File: src/rtl/s444_resp_misr.sv
// Response MISR for the s444 stage: folds RESP into a signature per valid pattern and checks it against a golden value.
// Optional TOGGLE_CNT_EN adds sticky per-output toggle coverage (TOG) that also gates PASS.
module s444_resp_misr #(
  parameter int unsigned SIG_W = 16,
  parameter int unsigned CNT_W = 10,
  parameter logic [SIG_W-1:0] POLY = SIG_W'(16'h1021),
  parameter logic [SIG_W-1:0] SEED = SIG_W'(16'hFFFF)
) (
  input  logic             CK,
  input  logic             RSTN,
  input  logic             START,
  input  logic [CNT_W-1:0] NPAT,
  input  logic [SIG_W-1:0] GOLD,
  input  logic             VLD,
  input  logic [5:0]       RESP,
`ifdef TOGGLE_CNT_EN
  output logic [5:0]       TOG,
`endif
  output logic             BUSY,
  output logic             DONE,
  output logic             PASS,
  output logic [SIG_W-1:0] SIG,
  output logic [CNT_W-1:0] CNT
);

  localparam int unsigned RESP_W = 6;
  localparam logic [1:0] S_IDLE = 2'd0;
  localparam logic [1:0] S_RUN  = 2'd1;
  localparam logic [1:0] S_DONE = 2'd2;

  logic [1:0]       state_q, state_d;
  logic [SIG_W-1:0] sig_q, sig_d;
  logic [CNT_W-1:0] cnt_q, cnt_d;
  logic [CNT_W-1:0] npat_q, npat_d;
  logic [SIG_W-1:0] gold_q, gold_d;
  logic             busy_q, busy_d;
  logic             done_q, done_d;
  logic             pass_q, pass_d;
  logic [SIG_W-1:0] sig_next;
  logic [CNT_W-1:0] cnt_inc;
  logic             tog_ok;

`ifdef TOGGLE_CNT_EN
  logic [RESP_W-1:0] tog_q, tog_d;
  logic [RESP_W-1:0] prev_q, prev_d;
  logic              have_prev_q, have_prev_d;
`endif

  // One MISR step: shift, conditional polynomial feedback, inject response
  always_comb begin
    sig_next = {sig_q[SIG_W-2:0], 1'b0} ^ (sig_q[SIG_W-1] ? POLY : '0) ^ SIG_W'(RESP);
    cnt_inc  = cnt_q + CNT_W'(1);
  end

  always_comb begin
    state_d = state_q;
    sig_d   = sig_q;
    cnt_d   = cnt_q;
    npat_d  = npat_q;
    gold_d  = gold_q;
    busy_d  = busy_q;
    done_d  = done_q;
    pass_d  = pass_q;
    tog_ok  = 1'b1;
`ifdef TOGGLE_CNT_EN
    tog_d       = tog_q;
    prev_d      = prev_q;
    have_prev_d = have_prev_q;
`endif

    case (state_q)
      S_RUN: begin
        if (VLD) begin
          sig_d = sig_next;
          cnt_d = cnt_inc;
`ifdef TOGGLE_CNT_EN
          if (have_prev_q) tog_d = tog_q | (RESP ^ prev_q);
          prev_d      = RESP;
          have_prev_d = 1'b1;
          tog_ok      = (tog_d == {RESP_W{1'b1}});
`endif
          if (cnt_inc == npat_q) begin
            state_d = S_DONE;
            busy_d  = 1'b0;
            done_d  = 1'b1;
            pass_d  = (sig_next == gold_q) && tog_ok;
          end
        end
      end
      default: begin
        // IDLE and DONE both accept a new run
        if (START) begin
          sig_d  = SEED;
          cnt_d  = '0;
          npat_d = NPAT;
          gold_d = GOLD;
          pass_d = 1'b0;
`ifdef TOGGLE_CNT_EN
          tog_d       = '0;
          prev_d      = '0;
          have_prev_d = 1'b0;
          tog_ok      = 1'b0;
`endif
          if (NPAT == '0) begin
            state_d = S_DONE;
            busy_d  = 1'b0;
            done_d  = 1'b1;
            pass_d  = (SEED == GOLD) && tog_ok;
          end else begin
            state_d = S_RUN;
            busy_d  = 1'b1;
            done_d  = 1'b0;
          end
        end
      end
    endcase
  end

  always_ff @(posedge CK or negedge RSTN) begin
    if (!RSTN) begin
      state_q <= S_IDLE;
      sig_q   <= '0;
      cnt_q   <= '0;
      npat_q  <= '0;
      gold_q  <= '0;
      busy_q  <= 1'b0;
      done_q  <= 1'b0;
      pass_q  <= 1'b0;
    end else begin
      state_q <= state_d;
      sig_q   <= sig_d;
      cnt_q   <= cnt_d;
      npat_q  <= npat_d;
      gold_q  <= gold_d;
      busy_q  <= busy_d;
      done_q  <= done_d;
      pass_q  <= pass_d;
    end
  end

`ifdef TOGGLE_CNT_EN
  always_ff @(posedge CK or negedge RSTN) begin
    if (!RSTN) begin
      tog_q       <= '0;
      prev_q      <= '0;
      have_prev_q <= 1'b0;
    end else begin
      tog_q       <= tog_d;
      prev_q      <= prev_d;
      have_prev_q <= have_prev_d;
    end
  end

  assign TOG = tog_q;
`endif

  assign BUSY = busy_q;
  assign DONE = done_q;
  assign PASS = pass_q;
  assign SIG  = sig_q;
  assign CNT  = cnt_q;

endmodule

File: config.mk
export PLATFORM = sky130hd
export DESIGN_NAME = s444_resp_misr
export DESIGN_NICKNAME = d
export VERILOG_FILES = /design/src/rtl/s444_resp_misr.sv
export SDC_FILE = /design/constraint.sdc
export NUM_CORES = 1
export LEC_CHECK = 0
export ABC_AREA = 1
export CORE_MARGIN = 2
export CORE_UTILIZATION = 50
export CTS_BUF_LIST = sky130_fd_sc_hd__clkbuf_4 sky130_fd_sc_hd__clkbuf_8
export DETAILED_ROUTE_END_ITERATION = 7
export PLACE_DENSITY = 0.79
export SLEW_MARGIN = 20
export SYNTH_ARGS = -nofsm -noshare
export SYNTH_HDL_FRONTEND = slang
export SYNTH_SLANG_ARGS = --single-unit
File: constraint.sdc
create_clock -name CK -period 1.8 [get_ports CK]
set_input_delay 0.27 -clock CK [delete_from_list [all_inputs] [get_ports CK]]
set_output_delay 0.27 -clock CK [all_outputs]
set_load 0.02 [all_outputs]
==> results.tsv <==
stage	metric	value	unit
critical_path	CP startpoint kind	register	
floorplanning	num rows	28	
global_routing	initial antenna violation count	0	
route	Post-DRT Antenna Nets	0	
global_routing	pin count of the biggest net entering global routing	45	
timing	Max Freq	572	MHz
timing	Slew Viols, Final	0	
global_routing	overflow left after global routing	0	
synth	Cell variety after synth	25	
critical_path	Critical Path RT	1.53	ns
timing	RSZ-0062 raised after global routing	yes	
layout	most frequent cells in the layout	nand2_1, clkdlybuf4s50_1, inv_1, dfrtp_1, nand3_1	
layout	area delta synth->final	32.2	%
outcome	status	finished, final reports clean	
timing	Worst Tran Pin Value	0.435	ns
layout	design area	0.00392	mm^2
route	routed wire length	7340	um
clock_network	Root Buffer	clkbuf_8	
critical_path	worst r2r src	CNT[0]$_DFFE_PN0P_	
floorplanning	DIE HEIGHT	81.0	um
synth	syn nets	429	
synth	Syn Area/Cell	7.56	um^2
floorplanning	chip width	81.0	um
synth	synthesized cell area	0.00296	mm^2
placed_design	Placed Cells incl. Taps	531	
critical_path	Worst R2R End	state_q[1]$_DFFE_PN0P_	
floorplanning	Core ar.	0.00582	mm^2
critical_path	Worst R2R Path Depth	11	
power_and_ir_drop	pwr/cell area	1330	mW/mm^2
clock_network	TritonCTS clock tree	yes	
timing	slew margin rel.	70.7	%
route	via/cell ratio	5.06	
floorplanning	effective utilization at floorplan	50.9	%
critical_path	CP Max Fanout	4	
power_and_ir_drop	Peak VDD IR	0.790	mV
route	DR WL/cell	13.6	um
timing	worst hold margin	0.369	ns
timing	Setup Viol. Count Final	0	
timing	setup skew after layout	0.00808	ns
layout	layout cells sized above 1	9.68	%
synth	largest cells by area after synthesis	dfrtp_1, nand2_1, inv_1	
power_and_ir_drop	Pleak	1.86	nW
critical_path	reg2reg setup slack	0.08	ns
clock_network	CTS Sinks	56	
floorplanning	Die ar.	0.00655	mm^2
route	vias after detailed routing	2731	
placed_design	DP HPWL	5570	um
timing	final period utilization	97.1	%
clock_network	clk buf depth	2	
clock_network	total CTS buffers	5	
global_routing	vias in the first global route	2832	
critical_path	CP Capture Type	primary output	
layout	commonest non-fill, non-tap cell in the layout	nand2_1	
floorplanning	IO Count	65	
placed_design	global placement routability congestion	0.929	
worst_hold_path	Hold Crit Class	input pin to asynchronous set/reset pin	
layout	fin nets	501	
layout	# fillers	498	
clock_network	Clk pin slew, worst setup/hold paths	0.10	ns
timing	post-route setup slack	0.0525	ns
critical_path	Worst EP arrival	1.48	ns
placed_design	placed instance area	0.00374	mm^2
placed_design	input/output buffers	64	
synth	FF+latch count, synth	56	
route	DRC viols	0	
timing	Period minus WS final	1.75	ns
timing	count of final hold-check violations	0	
clock_network	H-tree levels	2	
job	Max Cap Viol	0	
route	DR iter-0 viols	176	
global_routing	first-pass GRT wire length	12400	um
critical_path	Setup Crit Path Kind	register to primary output	
synth	sequential cell area fraction in the yosys report	47.3	%
layout	ant diodes	0	
synth	Gate Count Post-Synth	392	
layout	Finished Layout Cells	540	
clock_network	worst skew pair latency	0.31	ns
synth	cell taking the most area after synthesis	dfrtp_1	
placed_design	Setup WS pre-CTS	-0.0123	ns
route	Initial DRT Pass Iterations	4	
synth	YS warnings	0	
global_routing	GRT Total Usage	24.6	%
synth	area fraction of the dominant cell type after synthesis	47.3	%
==> worst max-delay path by stage <==
stage	start	end	slack [ns]	depth (start not counted)
2_1_floorplan	CNT[1]$_DFFE_PN0P_	DONE$_DFFE_PN0P_	0.09	13
3_3_place_gp	VLD	DONE$_DFFE_PN0P_	0.06	11
3_5_place_dp	VLD	state_q[1]$_DFFE_PN0P_	-0.01	11
4_1_cts	CNT[0]$_DFFE_PN0P_	state_q[1]$_DFFE_PN0P_	0.03	13
5_1_grt	CNT[0]$_DFFE_PN0P_	PASS$_DFFE_PN0P_	-0.04	13
6_report	CNT[1]$_DFFE_PN0P_	CNT[1]	0.05	2
==> cell usage after synthesis (all sizes together) <==
library cell,instances
nand2,130
inv,58
dfrtp,56
nand3,32
o21ai,29
nor2,25
a22oi,9
clkbuf,9
a21oi,8
nand4,8
xnor2,6
xor2,6
nand3b,3
nor3,3
o22ai,3
nor4,2
or2,2
buf,1
clkinv,1
ha,1
==> layout make-up <==
cell class                      instances  area (um^2)  share of cell area, %
Sequential cell                        56         1400                   35.8
Multi-Input combinational cell        267         1340                   34.3
Timing Repair Buffer                   75          739                   18.9
Inverter                               59          224                   5.72
Tap cell                               75         93.8                   2.40
Clock buffer                            5         68.8                   1.76
Clock inverter                          3         42.5                   1.09
==> report_power, final <==
group | internal (W) | switching [W] | total (W) | leakage [nW]
clock | 0.000412 | 0.000418 | 0.000830 | 0.0541
sequential | 0.00170 | 0.000361 | 0.00206 | 0.657
combinational | 0.000957 | 0.00135 | 0.00231 | 1.15
total | 0.00307 | 0.00213 | 0.00520 | 1.86
==> cell families after synthesis <==
group | share of synthesized area, %
adder cells (fa/ha/maj) | 0.422
buffers and inverters | 8.83
flip-flops | 47.3
AND/OR/NAND/NOR | 30.7
XOR/XNOR | 3.55
AO/OA/AOI/OAI | 9.17
==> through the flow <==
stage          TNS, ns  utilization, %  power [W]
3_3_place_gp         0            64.3    0.00423
4_1_cts              0            66.4    0.00514
3_5_place_dp   -0.0303            64.3    0.00431
2_1_floorplan        0               -    0.00344
6_report             0            67.3    0.00520
5_1_grt         -0.149            67.3    0.00559
==> metal layers <==
metal | up-vias | GRT usage, % | share of wire, %
met2 | 73 | 42.6 | 51
met4 | 0 | 8.81 | 1.4
met5 | - | 0 | 0
li1 | 1391 | - | -
met3 | 14 | 3.78 | 4.0
met1 | 1253 | 31.1 | 44
==> flip-flops by register name, summed over array words and instances (netlist names) <==
name     flops
CNT         10
DONE         1
PASS         1
SIG         16
gold_q      16
npat_q      10
state_q      2
==> timing repair <==
| action | CTS | global route |
|---|---|---|
| resized for setup | 0 | 19 |
| endpoints found under the hold margin | 12 | 0 |
| hold buffers | 1 | 0 |
| setup buffers | 0 | 0 |
| endpoints found under the setup margin | 0 | 5 |
==> worst max-delay path, stage by stage (launching register included) <==
cell and delay [ns]:
dfrtp_1 0.41, buf_4 0.15, clkdlybuf4s50_1 0.60
Note: power is estimated with default switching activity, not from simulation.
